## src/rtl/ising_sweep_core.sv

```systemverilog
// Sequential-sweep Ising solver: N spins, upper-triangular coupling store, one spin
// updated per clock until a flip-free sweep or the sweep cap. Optional ISING_ENERGY_EN.
module ising_sweep_core #(
  parameter int N           = 4,
  parameter int NUM_WEIGHTS = 5,
  parameter int SWEEP_BITS  = 8,
  localparam int WB   = $clog2(NUM_WEIGHTS),
  localparam int NP   = N * (N - 1) / 2,
  localparam int AW   = (NP > 1) ? $clog2(NP) : 1,
  localparam int WMAX = (NUM_WEIGHTS - 1) / 2,
  localparam int HB   = $clog2(WMAX * (N - 1) + 1) + 1,
  localparam int KB   = $clog2(N),
  localparam int EW   = HB + $clog2(N) + 2
) (
  input  logic                  clk,
  input  logic                  rstn,
  input  logic                  wr_valid,
  output logic                  wr_ready,
  input  logic [AW-1:0]         wr_addr,
  input  logic [WB-1:0]         wr_data,
  input  logic                  start,
  input  logic [N-1:0]          spin_init,
  input  logic [SWEEP_BITS-1:0] max_sweeps,
  output logic                  busy,
  output logic                  done,
  output logic                  converged,
  output logic [SWEEP_BITS-1:0] sweeps_used,
  output logic                  state_dbg,
  output logic [N-1:0]          spins
`ifdef ISING_ENERGY_EN
  ,
  output logic signed [EW-1:0]  energy_delta
`endif
);

  // Handshake: a weight write transfers on any rising edge where wr_valid && wr_ready;
  // wr_valid may be held or dropped freely, wr_ready depends only on the FSM state.

  typedef enum logic {IDLE = 1'b0, RUN = 1'b1} state_t;

  state_t                  state_q, state_d;
  logic [WB-1:0]           w_q [NP];
  logic [N-1:0]            spins_q;
  logic [KB-1:0]           k_q;
  logic [SWEEP_BITS-1:0]   sweeps_q;
  logic [SWEEP_BITS-1:0]   max_q;
  logic                    sweep_flip_q;
  logic                    done_q;
  logic                    conv_q;

  logic signed [HB-1:0]    h;
  logic                    new_s;
  logic                    flip;
  logic                    last_k;
  logic                    any_flip;
  logic                    cap_hit;
  logic                    finish;
  int                      acc;
  int                      kk;
  int                      p;

  function automatic int pair_idx(input int i, input int j);
    return N * i - i * (i + 1) / 2 + j - i - 1;
  endfunction

  // Local field of spin k over all other spins, signed +/-1 spin encoding.
  always_comb begin
    acc = 0;
    p   = 0;
    kk  = int'(k_q);
    for (int j = 0; j < N; j++) begin
      if (j != kk) begin
        p = (j < kk) ? pair_idx(j, kk) : pair_idx(kk, j);
        if (spins_q[j]) acc = acc + (int'(w_q[p]) - WMAX);
        else            acc = acc - (int'(w_q[p]) - WMAX);
      end
    end
    h = HB'(acc);
  end

  always_comb begin
    new_s = spins_q[k_q];
    if (h > 0)      new_s = 1'b1;
    else if (h < 0) new_s = 1'b0;
    flip     = (new_s != spins_q[k_q]);
    last_k   = (k_q == KB'(N - 1));
    any_flip = sweep_flip_q | flip;
    cap_hit  = ((sweeps_q + SWEEP_BITS'(1)) == max_q);
    finish   = last_k && (!any_flip || cap_hit);
  end

  always_comb begin
    state_d = state_q;
    case (state_q)
      IDLE:    if (start && (max_sweeps != '0)) state_d = RUN;
      RUN:     if (finish) state_d = IDLE;
      default: state_d = IDLE;
    endcase
  end

  always_ff @(posedge clk or negedge rstn) begin
    if (!rstn) state_q <= IDLE;
    else       state_q <= state_d;
  end

  always_ff @(posedge clk or negedge rstn) begin
    if (!rstn) begin
      for (int i = 0; i < NP; i++) w_q[i] <= WB'(WMAX);
      spins_q      <= '0;
      k_q          <= '0;
      sweeps_q     <= '0;
      max_q        <= '0;
      sweep_flip_q <= 1'b0;
      done_q       <= 1'b0;
      conv_q       <= 1'b0;
    end else begin
      done_q <= 1'b0;
      // Out-of-range addresses complete the handshake but are dropped.
      if (wr_valid && wr_ready && (int'(wr_addr) < NP)) w_q[wr_addr] <= wr_data;
      case (state_q)
        IDLE: begin
          if (start) begin
            spins_q      <= spin_init;
            k_q          <= '0;
            sweeps_q     <= '0;
            sweep_flip_q <= 1'b0;
            max_q        <= max_sweeps;
            if (max_sweeps == '0) done_q <= 1'b1;
          end
        end
        RUN: begin
          spins_q[k_q] <= new_s;
          if (flip) sweep_flip_q <= 1'b1;
          if (last_k) begin
            sweeps_q <= sweeps_q + SWEEP_BITS'(1);
            if (finish) begin
              done_q <= 1'b1;
              conv_q <= !any_flip;
            end else begin
              k_q          <= '0;
              sweep_flip_q <= 1'b0;
            end
          end else begin
            k_q <= k_q + KB'(1);
          end
        end
        default: ;
      endcase
    end
  end

`ifdef ISING_ENERGY_EN
  logic signed [EW-1:0] energy_q;
  logic signed [EW-1:0] h_ext;
  logic signed [EW-1:0] e_step;

  // Flipping s_k changes E by 2*s_k_old*h_k.
  always_comb begin
    h_ext  = EW'(h);
    e_step = spins_q[k_q] ? (h_ext <<< 1) : -(h_ext <<< 1);
  end

  always_ff @(posedge clk or negedge rstn) begin
    if (!rstn) energy_q <= '0;
    else if (state_q == IDLE && start) energy_q <= '0;
    else if (state_q == RUN && flip) energy_q <= energy_q + e_step;
  end

  assign energy_delta = energy_q;
`endif

  assign wr_ready    = (state_q == IDLE);
  assign busy        = (state_q == RUN);
  assign done        = done_q;
  assign converged   = conv_q;
  assign sweeps_used = sweeps_q;
  assign spins       = spins_q;
  assign state_dbg   = state_q;

endmodule
```

## config.mk

```make
export PLATFORM = sky130hd
export DESIGN_NAME = ising_sweep_core
export DESIGN_NICKNAME = d
export VERILOG_FILES = /design/src/rtl/ising_sweep_core.sv
export SDC_FILE = /design/constraint.sdc
export NUM_CORES = 1
export LEC_CHECK = 0
export CAP_MARGIN = 20
export CORE_UTILIZATION = 44
export DETAILED_ROUTE_END_ITERATION = 10
export PLACE_DENSITY_LB_ADDON = 0.12
export SETUP_SLACK_MARGIN = 0.2
export SLEW_MARGIN = 20
export SYNTH_ARGS = -nofsm -noshare
export SYNTH_HDL_FRONTEND = slang
export SYNTH_SLANG_ARGS = --single-unit
```

## constraint.sdc

```tcl
create_clock -name clk -period 6.95 [get_ports clk]
set_input_delay 1.0425 -clock clk [delete_from_list [all_inputs] [get_ports clk]]
set_output_delay 1.0425 -clock clk [all_outputs]
set_load 0.02 [all_outputs]
```

-- Word level (Yosys, flattened, before mapping)
Cells that the tools add are included.
- output and inout bits: 17
- bits in registers: 44
- bits of input ports: 22
- logic and storage cells: 150
- multiplexer cells: 55
- order comparisons: 14
- equal/unequal tests: 9
- bitwise logic cells: 8
- multipliers: 1
- reduce and logical (&&, ||, !) cells: 15
- $add $sub $neg: 34
- operators by type and width (operator ; number):
    $ge 32x4->1 const B ; 4
    $not 32->32 ; 4
    $sub 32x2->32 const B ; 4
    $sub 32x3->32 ; 4
    $mux 32 ; 3
    $add 32x3->32 const B ; 2
    $bmux 3 s3 ; 4
    $mux 4 ; 9
    $add 32x1->32 ; 1
    $add 32x2->32 const B ; 1
    $sub 5x32->32 ; 1
    $mux 3 ; 9
    $bwmux 18 ; 1
    $mux 8 ; 2
    $pmux 8 s2 ; 1
    $sub 3x2->4 const B ; 4
    $mux 1 ; 14
    $add 4x4->4 ; 3
    $sub 4x4->4 ; 3
    $sub 4x2->5 const B ; 2
    $demux 3 s3 ; 1
    $add 8x1->8 const B ; 1
    $eq 8x8->1 ; 1
    $logic_not 8->1 ; 1
    other kinds (41) ; 56

-- Logic depth before layout (Yosys ltp)
- depth in word-level cells: 36
- depth in mapped cells: 30
- mapped depth without buffers: 27

-- Worst setup path after synthesis
No wires, ideal clock.
- path type: flip-flop to flip-flop
- from: register k_q[0]
- to: register k_q[1]
- setup time: 0.124 ns
- stages on the path, launching flop included: 29
- required time: 6.826 ns
- arrival time: 6.459 ns
- path slack: 0.367 ns
- path buffers: 3
- period minus slack after synthesis: 6.583 ns
- cells stage by stage: dfrtp_1 -> buf_6 -> inv_1 -> ha_1 -> buf_6 -> clkbuf_1 -> mux4_2 -> a21oi_1 -> inv_1 -> ha_1 -> mux2_2 -> fa_1 -> inv_1 -> o32ai_1 -> a41o_1 -> inv_1 -> fa_1 -> mux2i_1 -> ha_1 -> a21o_1 -> a21oi_1 -> xnor2_1 -> and2_1 -> mux2i_1 -> xnor3_2 -> mux2i_1 -> a21bo_2 -> and3_1 -> a211o_1
- longest elaborated chain between the ends: 35
- elaborated cells on any way between the ends: 85
- classes of those cells: add/sub (33); mul (1); order compare (5); eq/ne (6); mux (29); bitwise (6); reduce/logical (5)
- RTL lines (item ; line ; text):
    from (decl) ; 44 ; logic [KB-1:0] k_q;
    from (signal assigned) ; 144 ; k_q <= k_q + KB'(1);
    branches (longest 35 deep; another with $add 32x1->32) ; -- ;
Parallel ways; which one is timed is not known. The select of a mux whose other input is x is not followed.
A chain may end at the register's enable or synchronous reset.

-- Worst setup path after layout
- from: register k_q[1]
- to: register k_q[1]
- longest elaborated chain between the ends: 34
- elaborated cells on any way between the ends: 84
- classes of those cells: add/sub (33); mul (1); order compare (5); eq/ne (6); mux (29); bitwise (5); reduce/logical (5)
- RTL lines (item):
    branches (longest 34 deep; another with $add 32x1->32)
Parallel ways; which one is timed is not known. The select of a mux whose other input is x is not followed.

==> metrics.txt <==
Detailed Route Iter0 Violations=153; # Max-Cap Violations=0; Yosys top cell by area=dfrtp_1; io pins=39; final hold violations=0; drt wl/cell=16.7 um; nets=464; TritonCTS clock tree=yes; max incr delay on CP=0.56 ns; DIE AREA=8760 um^2; area of the multi-input gates=2440 um^2; global-route wire length before repair=14.3 mm; clock transition at the registers of the reported paths=0.09 ns; outcome=completed; post-synth cell types=58; # hold bufs at CTS=0; vias in the first global route=2783; final slew viol count=0; worst hold endpoint=sweep_flip_q; Crit path arrival time=6.57 ns; highest net fanout along the worst path=13; Avg Cell Area, Syn=9.97 um^2; post-DR vias/cell=5.61; Most used DFF post-synth=dfrtp_1; worst reg-to-reg setup slack=0.57 ns; R2R Path Start=k_q[1]; Total GRT Usage=21.3%; worst hold path class=reg -> reg; n_diodes=0; gp weighted congestion=0.863; Min-Delay Startpoint=sweep_flip_q; core area=8180 um^2; cell mode on critical path=inv_1; Req. time, crit path=7.14 ns; critical path startpoint category=register; register area=1110 um^2; Slew @ Worst Pin=0.719 ns; buffers and inverters on the worst path=4; Setup CP Type=reg -> reg; unrepaired setup endpoints after global routing=no; FILL cells=771; Post-synth EDFFs=0; syn_nets=425; H-tree depth=2; clk sinks=44; ranking of synthesized cells by area=dfrtp_1, ha_1, mux2_2; Critical Path Sink Type=register; antenna violations before repair=0; crit-path leading delay family=adder cells; period utilization=91.8%; Clock Tree Buf Depth=2; drt first pass iters=4; Post-Route WL=8.61 mm; Mapped Area=3690 um^2; ys async rst share=100%; cell row count=33; setup violators final=0; Root Buffer=clkbuf_8; Slowest cell on crit path=fa_1; Yosys top cell area share=25.8%; TNS Setup=0 ns; IO buf count=38; CTS Buf Count=5; Synth Register Bits=44; layout cells sized above 1=17.3%; largest net degree at the start of global routing=45; Worst Clk Skew=0.0128 ns; die extent in x=93.6 um; initial core utilization=45.1%; post-route minimum period=6.38 ns; register area share after synthesis=30.0%; vias=2887; Die Ht=93.6 um; ANT nets after route=0; Yosys Warn Count=0; total grt overflow=0; Fmax=0.157 GHz; Worst Hold Depth=1; worst-skew pair later-pin latency=0.30 ns; HPWL after DPL=6.61 mm; relative slew slack=51.6%; reg2reg end=k_q[1]; Syn Inst Count=370; drt drc=0; area grow syn2layout=17.1%; R2R cell count=26
[area by class of cell]
class	count	share of cell area, %
Clock buffer	7	2.00
Clock inverter	1	0.174
Inverter	23	2.00
Multi-Input combinational cell	287	56.6
Sequential cell	44	25.7
Tap cell	105	3.04
Timing Repair Buffer	48	10.5
[sequential cells by signal, indices dropped and copies added, names as in the netlist]
signal,count
busy,1
max_q,8
spins,4
w_q,18
sweep_flip_q,1
sweeps_used,8
k_q,2
converged,1
done,1
[cell usage in the layout (no fill, tap or decap), types with 14 or more instances in the layout]
cell | Yosys | routed
mux2_2 | 33 | 33
nand2_1 | 18 | 18
clkdlybuf4s50_1 | 0 | 37
ha_1 | 30 | 29
dfrtp_1 | 38 | 37
inv_1 | 23 | 23
mux2i_1 | 18 | 17
nor2_1 | 32 | 32
a21oi_1 | 15 | 14
o21ai_0 | 16 | 16
[synth_stat cells, types with 2 or more instances]
library cell and count:
a211o_1 2, a21o_1 4, a21oi_1 15, a221oi_1 3
a22o_1 2, a31oi_1 5, and2_1 5, and3_1 6
buf_2 2, buf_6 2, clkbuf_1 10, dfrtp_1 38
dfstp_2 6, fa_1 3, ha_1 30, inv_1 23
mux2_2 33, mux2i_1 18, mux4_1 4, mux4_2 3
nand2_1 18, nand2b_1 4, nand3_1 8, nand3b_1 2
nand4_1 3, nor2_1 32, nor2b_1 6, nor3_1 6
nor3b_1 2, nor4_1 3, o21ai_0 16, o22a_1 2
o31ai_1 3, o32ai_1 3, or3_1 3, xnor2_1 12
xor2_1 12
[worst max path at each step]
stage,endpoint,from,cells past startpoint
detailed placement,k_q[1],k_q[1],26
CTS,k_q[1],k_q[1],26
global placement,k_q[1],k_q[1],26
finish,k_q[1],k_q[1],26
floorplan,k_q[1],k_q[0],28
global route,k_q[1],k_q[1],26
[timing repair]
item	in CTS	in global routing
buffers inserted	0	5
resized for setup	1	5
cloned	0	0
pin swaps	0	1
endpoints found under the setup margin	1	10
[per-stage QoR]
step	util [%]	setup slack, ns	cells	hold slack [ns]	area (um^2)
2_1_floorplan	-	0.367	370	0.466	3690
3_3_place_gp	50.8	0.399	502	0.480	4150
3_5_place_dp	50.8	0.148	502	0.494	4150
4_1_cts	52.0	0.201	510	0.514	4250
5_1_grt	52.8	0.161	515	0.530	4320
6_report	52.8	0.566	515	0.508	4320
[logic make-up (layout without fill, tap and decap cells)]
group | Yosys count | after routing | share of synthesized area [%]
AOI/OAI and AO/OA | 68 | 68 | 12.9
buffers and inverters | 39 | 79 | 4.54
DFF | 44 | 44 | 30.0
and+or+nand+nor | 100 | 100 | 13.3
xor gates and xnor gates | 26 | 26 | 7.09
muxes | 60 | 60 | 20.3
adders and majority gates | 33 | 33 | 11.8
[metal layers]
layer	up-vias	global-route usage, %	share of wire, %
li1	1418	-	-
met1	1407	30.0	49
met2	54	33.7	46
met3	8	3.90	4.0
met4	0	5.26	0.95
met5	-	0	0
Power is left out: the tool's default activity adds up to more than one toggle a clock period on the data nets, which glitch-free logic cannot reach.
